===== src/rtl/chess_pkg.sv =====
// Shared chess encodings: piece codes, square packing and the turn sequencer state type.
package chess_pkg;

   localparam logic [3:0] EMPTY     = 4'd0;
   localparam int         COLOR_BIT = 3;
   localparam logic       WHITE     = 1'b0;
   localparam logic       BLACK     = 1'b1;

   typedef enum logic [2:0] {
      StIdle,
      StSelSrc,
      StChkSrc,
      StSelDst,
      StChkDst,
      StIssue,
      StSwitch,
      StOver
   } turn_state_t;

   function automatic logic [5:0] sq_addr(input logic [2:0] y, input logic [2:0] x);
      return {y, x};
   endfunction

endpackage


===== src/rtl/turn_timer.sv =====
// Per-player chess clock: one-second tick divider plus a white and a black countdown.
module turn_timer
   import chess_pkg::*;
#(
   parameter int unsigned CLK_FREQ_HZ   = 50_000_000,
   parameter int unsigned START_SECONDS = 600
) (
   input  logic       clk,
   input  logic       reset_n,
   input  logic       run,
   input  logic       active_side,
   input  logic       restart,
   input  logic       reload,
   output logic [9:0] time_w,
   output logic [9:0] time_b,
   output logic       expired
);

   localparam int unsigned     CntW     = (CLK_FREQ_HZ > 1) ? $clog2(CLK_FREQ_HZ) : 1;
   localparam logic [CntW-1:0] CntMax   = CntW'(CLK_FREQ_HZ - 1);
   localparam logic [9:0]      StartVal = 10'(START_SECONDS);

   logic [CntW-1:0] cnt_q;
   logic [9:0]      time_w_q, time_b_q, active_time;
   logic            wrap;

   assign wrap        = run && !restart && (cnt_q == CntMax);
   assign active_time = (active_side == BLACK) ? time_b_q : time_w_q;
   // Only the decrement that lands on zero counts; a clock already at zero stays there.
   assign expired     = wrap && (active_time == 10'd1);

   always_ff @(posedge clk or negedge reset_n) begin
      if (!reset_n) begin
         cnt_q    <= '0;
         time_w_q <= StartVal;
         time_b_q <= StartVal;
      end else begin
         if (!run || restart || wrap) cnt_q <= '0;
         else                         cnt_q <= cnt_q + CntW'(1);

         if (reload) begin
            time_w_q <= StartVal;
            time_b_q <= StartVal;
         end else if (wrap && (active_time != 10'd0)) begin
            if (active_side == BLACK) time_b_q <= time_b_q - 10'd1;
            else                      time_w_q <= time_w_q - 10'd1;
         end
      end
   end

   assign time_w = time_w_q;
   assign time_b = time_b_q;

endmodule


===== src/rtl/turn_controller.sv =====
// Chess turn sequencer: cursor, source/destination selection, move handshake, turn clocks.
// Define TURN_TIMER_EN to build the per-player countdown and timeout; otherwise clocks read 0.
module turn_controller
   import chess_pkg::*;
#(
   parameter int unsigned CLK_FREQ_HZ   = 50_000_000,
   parameter int unsigned START_SECONDS = 600
) (
   input  logic       clk,
   input  logic       reset_n,
   input  logic       game_active,
   input  logic       btn_up,
   input  logic       btn_down,
   input  logic       btn_left,
   input  logic       btn_right,
   input  logic       btn_enter,
   input  logic       btn_cancel,
   output logic [5:0] rd_addr,
   input  logic [3:0] rd_data,
   output logic       mv_req,
   output logic [5:0] mv_src,
   output logic [5:0] mv_dst,
   input  logic       mv_ack,
   output logic [2:0] cursor_x,
   output logic [2:0] cursor_y,
   output logic       sel_valid,
   output logic [2:0] sel_x,
   output logic [2:0] sel_y,
   output logic       turn,
   output logic [9:0] time_w,
   output logic [9:0] time_b,
   output logic       game_over,
   output logic       loser
);

   turn_state_t state_q, state_d;
   logic [2:0]  cx_q, cx_d, cy_q, cy_d, sx_q, sx_d, sy_q, sy_d;
   logic [5:0]  src_q, src_d, dst_q, dst_d;
   logic        ga_q, ga_rise, own_piece, move_cursor, reload, expired;
   logic        sv_q, sv_d, turn_q, turn_d, pend_q, pend_d;
   logic        over_q, over_d, loser_q, loser_d;

   assign ga_rise   = game_active && !ga_q;
   assign own_piece = (rd_data != EMPTY) && (rd_data[COLOR_BIT] == turn_q);

   always_comb begin
      state_d     = state_q;
      sv_d        = sv_q;
      sx_d        = sx_q;
      sy_d        = sy_q;
      turn_d      = turn_q;
      src_d       = src_q;
      dst_d       = dst_q;
      pend_d      = pend_q;
      over_d      = over_q;
      loser_d     = loser_q;
      reload      = 1'b0;
      move_cursor = 1'b0;
      if (state_q == StIdle) begin
         if (ga_rise) begin
            reload  = 1'b1;
            turn_d  = WHITE;
            over_d  = 1'b0;
            loser_d = 1'b0;
            pend_d  = 1'b0;
            state_d = StSelSrc;
         end
      end else if (state_q == StOver) begin
         if (!game_active) state_d = StIdle;
      end else if (state_q == StIssue) begin
         // The handshake always completes; a timeout seen meanwhile is deferred to the ack.
         if (mv_ack) begin
            pend_d = 1'b0;
            if (pend_q || expired) begin
               state_d = StOver;
               over_d  = 1'b1;
               loser_d = turn_q;
               sv_d    = 1'b0;
            end else begin
               state_d = StSwitch;
            end
         end else if (expired) begin
            pend_d = 1'b1;
         end
      end else if (!game_active) begin
         state_d = StIdle;
         sv_d    = 1'b0;
         if (state_q == StSwitch) turn_d = (turn_q == WHITE) ? BLACK : WHITE;
      end else if (expired) begin
         state_d = StOver;
         over_d  = 1'b1;
         loser_d = turn_q;
         sv_d    = 1'b0;
      end else begin
         unique case (state_q)
            StSelSrc: begin
               if (btn_cancel)     ;
               else if (btn_enter) state_d = StChkSrc;
               else                move_cursor = 1'b1;
            end
            StChkSrc: begin
               if (own_piece) begin
                  sv_d    = 1'b1;
                  sx_d    = cx_q;
                  sy_d    = cy_q;
                  state_d = StSelDst;
               end else begin
                  state_d = StSelSrc;
               end
            end
            StSelDst: begin
               if (btn_cancel) begin
                  sv_d    = 1'b0;
                  state_d = StSelSrc;
               end else if (btn_enter) begin
                  state_d = StChkDst;
               end else begin
                  move_cursor = 1'b1;
               end
            end
            StChkDst: begin
               if (((cx_q == sx_q) && (cy_q == sy_q)) || own_piece) begin
                  state_d = StSelDst;
               end else begin
                  src_d   = sq_addr(sy_q, sx_q);
                  dst_d   = sq_addr(cy_q, cx_q);
                  state_d = StIssue;
               end
            end
            StSwitch: begin
               turn_d  = (turn_q == WHITE) ? BLACK : WHITE;
               sv_d    = 1'b0;
               state_d = StSelSrc;
            end
            default: ;
         endcase
      end
   end

   always_comb begin
      cx_d = cx_q;
      cy_d = cy_q;
      if (move_cursor) begin
         if (btn_up)         cy_d = cy_q + 3'd1;
         else if (btn_down)  cy_d = cy_q - 3'd1;
         else if (btn_left)  cx_d = cx_q - 3'd1;
         else if (btn_right) cx_d = cx_q + 3'd1;
      end
   end

   always_ff @(posedge clk or negedge reset_n) begin
      if (!reset_n) begin
         state_q <= StIdle;
         ga_q    <= 1'b0;
         cx_q    <= '0;
         cy_q    <= '0;
         sx_q    <= '0;
         sy_q    <= '0;
         sv_q    <= 1'b0;
         turn_q  <= WHITE;
         src_q   <= '0;
         dst_q   <= '0;
         pend_q  <= 1'b0;
         over_q  <= 1'b0;
         loser_q <= 1'b0;
      end else begin
         state_q <= state_d;
         ga_q    <= game_active;
         cx_q    <= cx_d;
         cy_q    <= cy_d;
         sx_q    <= sx_d;
         sy_q    <= sy_d;
         sv_q    <= sv_d;
         turn_q  <= turn_d;
         src_q   <= src_d;
         dst_q   <= dst_d;
         pend_q  <= pend_d;
         over_q  <= over_d;
         loser_q <= loser_d;
      end
   end

`ifdef TURN_TIMER_EN
   logic run, restart;

   assign run     = (state_q != StIdle) && (state_q != StOver);
   assign restart = (state_q == StSwitch);

   turn_timer #(
      .CLK_FREQ_HZ   (CLK_FREQ_HZ),
      .START_SECONDS (START_SECONDS)
   ) u_timer (
      .clk         (clk),
      .reset_n     (reset_n),
      .run         (run),
      .active_side (turn_q),
      .restart     (restart),
      .reload      (reload),
      .time_w      (time_w),
      .time_b      (time_b),
      .expired     (expired)
   );

   assign game_over = over_q;
   assign loser     = loser_q;
`else
   logic unused_timer;

   assign unused_timer = ^{CLK_FREQ_HZ[0], START_SECONDS[0], over_q, loser_q, reload};
   assign time_w       = '0;
   assign time_b       = '0;
   assign expired      = 1'b0;
   assign game_over    = 1'b0;
   assign loser        = 1'b0;
`endif

   assign rd_addr   = sq_addr(cy_q, cx_q);
   assign mv_req    = (state_q == StIssue);
   assign mv_src    = src_q;
   assign mv_dst    = dst_q;
   assign cursor_x  = cx_q;
   assign cursor_y  = cy_q;
   assign sel_valid = sv_q;
   assign sel_x     = sx_q;
   assign sel_y     = sy_q;
   assign turn      = turn_q;

endmodule

===== config.mk =====
export PLATFORM = sky130hd
export DESIGN_NAME = turn_controller
export DESIGN_NICKNAME = d
export VERILOG_FILES = /design/src/rtl/chess_pkg.sv /design/src/rtl/turn_timer.sv /design/src/rtl/turn_controller.sv
export SDC_FILE = /design/constraint.sdc
export NUM_CORES = 1
export LEC_CHECK = 0
export ABC_AREA = 1
export BUFFER_PORTS_ARGS = -buffer_cell sky130_fd_sc_hd__buf_2
export CORE_MARGIN = 2
export CORE_UTILIZATION = 40
export DETAILED_ROUTE_END_ITERATION = 10
export PLACE_DENSITY = 0.66
export SLEW_MARGIN = 20
export SYNTH_ARGS = -nofsm -noshare
export SYNTH_HDL_FRONTEND = slang
export SYNTH_SLANG_ARGS = --single-unit

===== constraint.sdc =====
create_clock -name clk -period 1.52 [get_ports clk]
set_clock_uncertainty 0.2 [all_clocks]
set_input_delay 0.456 -clock clk [delete_from_list [all_inputs] [get_ports clk]]
set_output_delay 0.456 -clock clk [all_outputs]
set_load 0.03 [all_outputs]

==> key figures, run 1 <==
Status
  • Status: complete, but fails checks
  • Violated checks: setup timing

STA
  • Min Tclk post-route: 1.72 ns
  • Fin crit share: 1.13
  • Final Setup Violations: 38
  • Setup TNS: -3.00 ns
  • RSZ-0062 raised after global routing: true
  • Hold Violations, Final: 0
  • Slew Viols, Final: 0
  • Fmax: 582 MHz
  • Setup ws final: -0.199 ns

Synth
  • Adder-Cell Fraction of Synth Area: 0.0211
  • Largest family of logic cells by synthesized area: simple AND/OR/NAND/NOR gates
  • Synth Area in Simple Gates: 0.246
  • #FFs+latches synth: 30
  • Yosys warning count: 0
  • Yosys cell types: 34
  • Compound-cell area share of the yosys netlist: 0.125
  • Mux cell area share after synthesis: 0
  • Synth Area in XOR/XNOR: 0.0185
  • Synthesized area per cell: 8.24 um^2
  • Cells after Synth: 230
  • Post-synthesis sequential area ratio: 0.396
  • Synthesized area: 1900 um^2

Final layout
  • Layout cells sized above 1: 0.592
  • Filler Cell Count: 382
  • Util after Layout: 0.656
  • Final Instance Area: 3060 um^2
  • # nets final: 351
  • Layout Cells excl Fill: 390
  • Area Overhead vs Synth: 61.3%
  • ANT cells: 0

Pwr
  • Cell-internal power: 3.63 mW
  • Comb pwr share: 0.658
  • Static Leak: 1.57 nW
  • Flop pwr share: 0.220
  • Clock Power Share: 0.122
  • Psw: 2.88 mW
  • Maximum vdd drop: 914 uV
  • Pwr dens: 2130 nW/um^2
  • Sw Share: 0.443

Floorplanning
  • Die width: 72.8 um
  • Initial core utilization: 0.407
  • Core area: 4660 um^2
  • I/O pin count: 69
  • Die Ht: 72.8 um
  • FP Rows: 25
  • DIE AREA: 5310 um^2

Setup path
  • Required time of the critical path: 0.86 ns
  • Critical path capture point type: output port
  • Crit-path cells: nand2_4 > nor2_4 > buf_6
  • Critical path arrival: 1.06 ns
  • Worst path slowest cell: dfrtp_2
  • Setup CP Type: register to output port
  • Crit path max fanout: 5
  • Max stage delay on crit path: 0.44 ns
  • Startpoint types: register

Placement
  • Placer Congestion: 0.858
  • DP HPWL: 3.11 mm
  • DP Cell Count: 358
  • Placed cell area: 2410 um^2
  • PortBufs: 46

Worst hold path
  • Hold WC Path Type: input pin to register

GRT
  • First-pass GRT wire length: 7.02 mm
  • Global route overflow: 0
  • Largest net degree at the start of global routing: 31
  • Initial antenna violation count: 0
  • Total global-route track usage: 0.174
  • Vias in the first global route: 1,581

Drt
  • Antenna Nets Post-Route: 0
  • DRC: 0
  • WL final: 4.60 mm
  • Via count: 1,741
  • DR WL/cell: 11.8 um
  • Via/cell ratio: 4.46
  • 1st-iter DRT viols: 89
  • Drt first pass iters: 4

Clocking
  • CTS clk-pin slew, worst paths: 0.07 ns
  • H-tree depth: 2
  • Clk sinks: 30
  • Clock Root Buffer: clkbuf_8
  • CTS tree: yes
  • CTS Buf Count: 5
  • Worst skew pair latency: 0.28 ns
  • Clock tree buffer depth: 2

Job
  • Max cap viols: 0
-- worst max-delay path: cells and delay by family (launching register included) --
kind / cells / cell delay (ns)
simple gates: 2 / 0.20
flops: 1 / 0.44
buf+inv: 1 / 0.14
-- routing by layer --
layer / vias to the layer above / track usage / part of all wire
li1: 883 / - / -
met1: 807 / 0.211 / 0.42
met2: 42 / 0.299 / 0.53
met3: 9 / 0.0401 / 0.034
met4: 0 / 0.0679 / 0.017
met5: - / 0 / 0
-- power by group through the flow --
stage,clock network [mW],logic [mW],registers (mW)
floorplan,0,1.61,1.93
global placement,0,3.01,1.43
detailed placement,0,3.05,1.45
CTS,0.819,3.69,1.42
global route,0.856,4.61,1.47
finish,0.794,4.28,1.43
-- logic make-up (layout without fill, tap and decap cells) --
logic type               count (synthesis)  count (layout)
flip-flops                              30              30
buffers and inverters                   63             148
adder cells (fa/ha/maj)                  2               2
XOR/XNOR                                 4               4
AND/OR/NAND/NOR                         95              95
other                                    1              22
AO/OA/AOI/OAI                           35              35
-- path summary, 6_finish.rpt --
kind | from | to | slack [ns] | cells after the start
max in group asynchronous | reset_n | turn$_DFFE_PN0P_ | 0.29 | 3
hold reg to reg | mv_src[4]$_DFFE_PN0P_ | mv_src[4]$_DFFE_PN0P_ | 0.29 | 2
setup / recovery | state_q[0]$_DFFE_PN0P_ | mv_req | -0.20 | 3
min in group asynchronous | reset_n | mv_src[2]$_DFFE_PN0P_ | 0.52 | 3
hold / removal | game_active | ga_q$_DFF_PN0_ | 0.12 | 1
setup reg to reg | cursor_y[0]$_DFFE_PN0P_ | cursor_y[2]$_DFFE_PN0P_ | -0.16 | 5
-- cell usage after synthesis, drive strengths merged --
cell	count	share of area
nor2	17	0.048
fa	2	0.021
o22ai	1	0.0033
dfrtp	30	0.40
a21boi	1	0.0059
o2111ai	1	0.0079
a31oi	1	0.0033
nand2	64	0.13
a21oi	6	0.018
nor4	1	0.011
o21ai	22	0.074
or2	2	0.0066
a211oi	1	0.0040
nor3	2	0.011
nand3	8	0.029
nand4	1	0.0066
inv	30	0.061
o22a	1	0.0046
o211ai	1	0.0040
conb	1	0.0020
xor2	4	0.018
buf	33	0.13
-- cell type report --
| type | count | area, um^2 | share of cell area |
|---|---|---|---|
| multi-input cells | 158 | 1010 | 0.331 |
| repair buffers | 110 | 975 | 0.319 |
| flip-flops and latches | 30 | 771 | 0.252 |
| inverters | 30 | 123 | 0.0401 |
| clock buffers | 5 | 68.8 | 0.0225 |
| well taps | 54 | 67.6 | 0.0221 |
| clock inverters | 3 | 40.0 | 0.0131 |
-- cells in the final DEF, fill, tap and decap left out, types with 3 or more instances in the layout --
master / netlist / layout
nor2_2: 5 / 7
o21ai_2: 8 / 10
buf_6: 1 / 37
a21oi_1: 5 / 3
dfrtp_1: 30 / 14
nand3_1: 5 / 3
nand2_1: 61 / 54
clkbuf_8: 0 / 5
dfrtp_2: 0 / 16
nor2_4: 2 / 6
a21oi_2: 1 / 3
buf_4: 31 / 51
nand2_2: 2 / 8
nor2_1: 10 / 4
inv_4: 1 / 4
inv_1: 24 / 17
nand3_2: 3 / 3
xor2_1: 4 / 3
conb_1: 1 / 22
buf_2: 1 / 17
inv_2: 5 / 9
o21ai_1: 11 / 11
-- state kept, by name, indices dropped and copies added (netlist names) --
| name | cells |
|---|---|
| cursor_x | 3 |
| turn | 1 |
| sel_x | 3 |
| sel_valid | 1 |
| state_q | 3 |
| mv_dst | 6 |
| ga_q | 1 |
| sel_y | 3 |
| mv_src | 6 |
| cursor_y | 3 |
-- stage by stage --
step / total power [mW] / worst slack [ns] / hold slack, ns
final: 6.51 / -0.199 / 0.121
after CTS: 5.93 / -0.225 / 0.114
after floorplan: 3.54 / -0.157 / -0.0396
after global routing: 6.94 / -0.251 / 0.117
after detailed placement: 4.50 / -0.273 / 0.265
after global placement: 4.45 / -0.221 / 0.261
-- timing repair --
item                                    CTS  global route
gates cloned                              0             1
hold buffers                              1             0
endpoints found under the setup margin   40            58
hold endpoints to repair                 30             0
gates resized for setup                  58            54
buffers inserted                          9            13
pin swaps                                 8            25
No activity file was read; power rests on OpenSTA's default activity.
==> run 2, diff against run 1 <==
--- a/config.mk
+++ b/config.mk
@@ -8,9 +8,9 @@
 export ABC_AREA = 1
 export BUFFER_PORTS_ARGS = -buffer_cell sky130_fd_sc_hd__buf_2
 export CORE_MARGIN = 2
-export CORE_UTILIZATION = 40
+export CORE_UTILIZATION = 45
 export DETAILED_ROUTE_END_ITERATION = 10
-export PLACE_DENSITY = 0.66
+export PLACE_DENSITY = 0.83
 export SLEW_MARGIN = 20
 export SYNTH_ARGS = -nofsm -noshare
 export SYNTH_HDL_FRONTEND = slang
==> key figures, run 2 (same netlist as run 1, synthesis figures left out) <==
GRT
  • Largest net degree at the start of global routing: 19
  • Initial antenna violation count: 0
  • Global route overflow: 0
  • Vias in the first global route: 1,826
  • Total global-route track usage: 0.237
  • First-pass GRT wire length: 8.19 mm

STA
  • RSZ-0062 raised after global routing: true
  • Fmax: 554 MHz
  • Setup ws final: -0.285 ns
  • Hold Violations, Final: 0
  • Fin crit share: 1.19
  • Final Setup Violations: 45
  • Slew Viols, Final: 0
  • Min Tclk post-route: 1.81 ns

Final layout
  • Most common cell after layout, fill and taps aside: buf_4
  • Filler Cell Count: 237
  • Layout Cells excl Fill: 392
  • ANT cells: 0
  • Area Overhead vs Synth: 72.4%
  • Commonest cells after routing, fill and taps aside: 47 x buf_4, 46 x buf_6, 40 x nand2_1
  • Layout cells sized above 1: 0.643
  • # nets final: 357

Clocking
  • Clock Root Buffer: clkbuf_8
  • Clock tree buffer depth: 2
  • CTS Buf Count: 5
  • Worst skew pair latency: 0.28 ns
  • CTS tree: yes
  • CTS clk-pin slew, worst paths: 0.07 ns
  • Clk sinks: 30
  • H-tree depth: 2

Drt
  • 1st-iter DRT viols: 151
  • DR WL/cell: 16.8 um
  • Antenna Nets Post-Route: 0
  • Via/cell ratio: 5.04
  • Drt first pass iters: 4
  • Via count: 1,977
  • WL final: 6.58 mm
  • DRC: 0

Placement
  • DP Cell Count: 352
  • PortBufs: 46
  • Placer Congestion: 0.901
  • DP HPWL: 3.23 mm

Pwr
  • Clock Power Share: 0.112
  • Flop pwr share: 0.211
  • Maximum vdd drop: 1180 uV
  • Tot Pwr: 7.04 mW
  • Comb pwr share: 0.677
  • Sw Share: 0.464
  • Psw: 3.26 mW
  • Pwr dens: 2150 nW/um^2
  • Cell-internal power: 3.77 mW
  • Static Leak: 1.66 nW

Setup path
  • Startpoint types: register
  • Crit path max fanout: 6
  • Setup CP Type: register to register
  • FF-to-FF Start: sel_x[2]$_DFFE_PN0P_
  • Reg2reg setup slack: -0.29 ns
  • Required time of the critical path: 1.53 ns
  • CP bufs+invs: 2
  • Critical path arrival: 1.81 ns
  • Worst path slowest cell: dfrtp_2
  • Crit-path most repeated cell: nand2_1
  • Crit-path cells: inv_1 > nand2_1 > nand2_1 > nor2_1 > nand3_2 > nand4_4 > clkbuf_16 > nand2_2 > o21ai_1
  • Max stage delay on crit path: 0.41 ns
  • Reg2Reg Depth: 9
  • Reg2reg end: mv_dst[4]$_DFFE_PN0P_
  • Crit path max-delay family: simple AND/OR/NAND/NOR gates
  • Critical path capture point type: register

Floorplanning
  • I/O pin count: 69
  • FP Rows: 23
  • DIE AREA: 4750 um^2
  • Die width: 68.9 um
  • Core area: 4030 um^2
  • Initial core utilization: 0.470
  • Die Ht: 68.9 um

Status
  • Violated checks: setup timing
  • Status: complete, but fails checks

Worst hold path
  • Hold Startpoint: game_active
  • Hold WC Path Type: input pin to register
  • Worst hold endpoint: ga_q$_DFF_PN0_
  • Hold-critical path depth: 1

Job
  • Max cap viols: 0
[run 2: cell count changes in the layout (fill, tap and decap cells not counted), moves of 2 or more]
cell	change
o21ai_1	-6
buf_4	-4
nand2_2	+2
buf_2	-3
clkbuf_16	+2
nor2_1	+2
o21ai_2	+6
clkbuf_4	+2
buf_6	+9
nand2_4	+12
nand2_1	-14
[run 2: layout make-up]
class	count	area, um^2	share of cell area
Multi-Input combinational cell	158	1100	0.337
Timing Repair Buffer	116	1100	0.337
Sequential cell	30	769	0.235
Inverter	30	125	0.0383
Clock buffer	5	68.8	0.0211
Tap cell	50	62.6	0.0191
Clock inverter	3	40.0	0.0123
[run 2: per-layer routing]
metal | global-route usage | share of wire | vias up
met2 | 0.417 | 0.53 | 95
met5 | 0 | 0 | -
li1 | - | - | 889
met1 | 0.270 | 0.37 | 961
met4 | 0.120 | 0.047 | 0
met3 | 0.0519 | 0.053 | 32
[run 2: metrics by stage]
step	setup TNS, ns	utilization	cell area [um^2]	setup slack, ns	hold slack (ns)
detailed placement	-4.31	0.596	2400	-0.254	0.185
finish	-6.56	0.811	3270	-0.285	0.158
global placement	-3.79	0.596	2400	-0.219	0.180
global route	-8.53	0.811	3270	-0.368	0.153
floorplan	-0.964	-	2050	-0.157	-0.0396
CTS	-2.91	0.705	2840	-0.187	0.159
[run 2: power groups by stage]
stage / sequential (mW) / combinational, mW / clock (mW)
final: 1.48 / 4.76 / 0.792
after global routing: 1.51 / 5.03 / 0.830
after CTS: 1.41 / 3.77 / 0.797
after detailed placement: 1.43 / 3.04 / 0
after global placement: 1.42 / 2.98 / 0
after floorplan: 1.93 / 1.61 / 0
[run 2: worst max path at each step]
stage	startpoint	end	slack (ns)	cells past startpoint
after floorplan	cursor_x[1]$_DFFE_PN0P_	cursor_x[2]$_DFFE_PN0P_	-0.16	5
after global placement	btn_left	cursor_x[2]$_DFFE_PN0P_	-0.22	6
after detailed placement	btn_left	cursor_x[2]$_DFFE_PN0P_	-0.25	6
after CTS	state_q[1]$_DFFE_PN0P_	mv_req	-0.19	3
after global routing	sel_x[2]$_DFFE_PN0P_	mv_src[4]$_DFFE_PN0P_	-0.37	9
final	sel_x[2]$_DFFE_PN0P_	mv_dst[4]$_DFFE_PN0P_	-0.29	9
[run 2: what timing repair did]
action                                 4_1_cts  5_1_grt
setup buffers                               10       17
gates resized for setup                     66       84
pin swaps                                    7        8
gates cloned                                 1        3
hold buffers                                 1        0
endpoints found under the hold margin       12        0
setup endpoints to repair                   41       58
==> run 3, diff against run 2 <==
--- a/config.mk
+++ b/config.mk
@@ -8,10 +8,9 @@
 export ABC_AREA = 1
 export BUFFER_PORTS_ARGS = -buffer_cell sky130_fd_sc_hd__buf_2
 export CORE_MARGIN = 2
-export CORE_UTILIZATION = 45
+export CORE_UTILIZATION = 40
 export DETAILED_ROUTE_END_ITERATION = 10
-export PLACE_DENSITY = 0.83
-export SLEW_MARGIN = 20
+export PLACE_DENSITY = 0.75
 export SYNTH_ARGS = -nofsm -noshare
 export SYNTH_HDL_FRONTEND = slang
 export SYNTH_SLANG_ARGS = --single-unit
==> key figures, run 3 (same netlist as run 1, synthesis figures left out) <==
Clocking
  • CTS tree: yes
  • CTS clk-pin slew, worst paths: 0.07 ns
  • Clock Root Buffer: clkbuf_8
  • Clk sinks: 30
  • Clock tree buffer depth: 2
  • Worst skew pair latency: 0.28 ns
  • CTS Buf Count: 5
  • H-tree depth: 2

Setup path
  • Worst path slowest cell: dfrtp_2
  • Critical path capture point type: output port
  • Crit path max-delay family: flip-flops
  • Crit path max fanout: 2
  • Critical path arrival: 1.05 ns
  • CP bufs+invs: 2
  • Crit-path most repeated cell: buf_6
  • Setup CP Type: register to output port
  • Required time of the critical path: 0.86 ns
  • Startpoint types: register
  • Crit-path cells: buf_6 > nor2_4 > buf_6
  • Max stage delay on crit path: 0.41 ns

STA
  • Hold Violations, Final: 0
  • Setup TNS: -3.51 ns
  • Hold WS: 0.143 ns
  • Setup ws final: -0.190 ns
  • Min Tclk post-route: 1.71 ns
  • Fin crit share: 1.12
  • RSZ-0062 raised after global routing: true
  • Fmax: 585 MHz
  • Final Setup Violations: 39
  • Slew Viols, Final: 0

Status
  • Status: complete, but fails checks
  • Violated checks: setup timing

Drt
  • DR WL/cell: 13.3 um
  • 1st-iter DRT viols: 78
  • DRC: 0
  • Via/cell ratio: 4.66
  • WL final: 5.12 mm
  • Via count: 1,800
  • Drt first pass iters: 4
  • Antenna Nets Post-Route: 0

GRT
  • Vias in the first global route: 1,802
  • Largest net degree at the start of global routing: 31
  • First-pass GRT wire length: 8.27 mm
  • Initial antenna violation count: 0
  • Total global-route track usage: 0.205
  • Global route overflow: 0

Floorplanning
  • Die Ht: 72.8 um
  • I/O pin count: 69
  • Core area: 4660 um^2
  • FP Rows: 25
  • Die width: 72.8 um
  • Initial core utilization: 0.407
  • DIE AREA: 5310 um^2

Final layout
  • Multi-input combinational cell area: 1010 um^2
  • # nets final: 348
  • Filler Cell Count: 378
  • Util after Layout: 0.654
  • Most common cell after layout, fill and taps aside: nand2_1
  • ANT cells: 0
  • FF/Latch Area: 771 um^2
  • Commonest cells after routing, fill and taps aside: 52 x nand2_1, 41 x buf_6, 40 x buf_4
  • Layout cells sized above 1: 0.590
  • Area Overhead vs Synth: 60.9%

Placement
  • PortBufs: 46
  • DP HPWL: 3.29 mm
  • Placer Congestion: 0.906

Job
  • Max cap viols: 0

Pwr
  • Pwr dens: 2170 nW/um^2
  • Maximum vdd drop: 1080 uV
  • Tot Pwr: 6.63 mW
  • Static Leak: 1.57 nW

Worst hold path
  • Hold WC Path Type: input pin to register
run 3: changes by cell type in the layout (fill, tap and decap cells not counted), sizes merged:
cell	before	now
clkbuf	10	7
clkinv	2	0
buf	110	105
run 3: metal layers:
| metal | track usage | wire length, um | vias up |
|---|---|---|---|
| met5 | 0 | 0 | - |
| met4 | 0.0967 | 167 | 0 |
| met3 | 0.0331 | 160 | 14 |
| met2 | 0.363 | 2770 | 56 |
| met1 | 0.240 | 2030 | 851 |
| li1 | - | - | 879 |
run 3: report_power, final:
group	switching [mW]	total, mW	internal (mW)
registers	0.299	1.43	1.13
clock network	0.321	0.845	0.524
logic	2.36	4.36	2.00
run 3: final timing paths:
path,startpoint,slack (ns),end,depth (start not counted)
worst min register to register,mv_dst[0]$_DFFE_PN0P_,0.29,mv_dst[0]$_DFFE_PN0P_,2
worst min-delay path,game_active,0.14,ga_q$_DFF_PN0_,1
worst max register to register,cursor_y[0]$_DFFE_PN0P_,-0.12,cursor_y[2]$_DFFE_PN0P_,5
max in group asynchronous,reset_n,0.48,cursor_x[1]$_DFFE_PN0P_,3
worst max-delay path,state_q[1]$_DFFE_PN0P_,-0.19,mv_req,3
min in group asynchronous,reset_n,0.46,sel_y[0]$_DFFE_PN0P_,3
run 3: layout make-up:
cell class                      instances  share of cell area
Tap cell                               54              0.0222
Clock inverter                          1             0.00985
Timing Repair Buffer                  107               0.316
Sequential cell                        30               0.253
Inverter                               30              0.0410
Multi-Input combinational cell        158               0.332
Clock buffer                            6              0.0271
run 3: what timing repair did:
| item | in CTS | in global routing |
|---|---|---|
| endpoints found under the setup margin | 42 | 54 |
| gates resized for setup | 87 | 20 |
| hold endpoints to repair | 30 | 0 |
| gates cloned | 0 | 1 |
| hold buffers | 1 | 0 |
| setup buffers | 11 | 8 |
| pin swaps | 19 | 13 |
run 3: per-stage QoR:
step	setup WS (ns)	instance area, um^2	std cells
4_1_cts	-0.211	2920	378
5_1_grt	-0.229	3050	386
2_1_floorplan	-0.157	2050	251
3_5_place_dp	-0.292	2430	359
3_3_place_gp	-0.220	2430	359
6_report	-0.190	3050	386
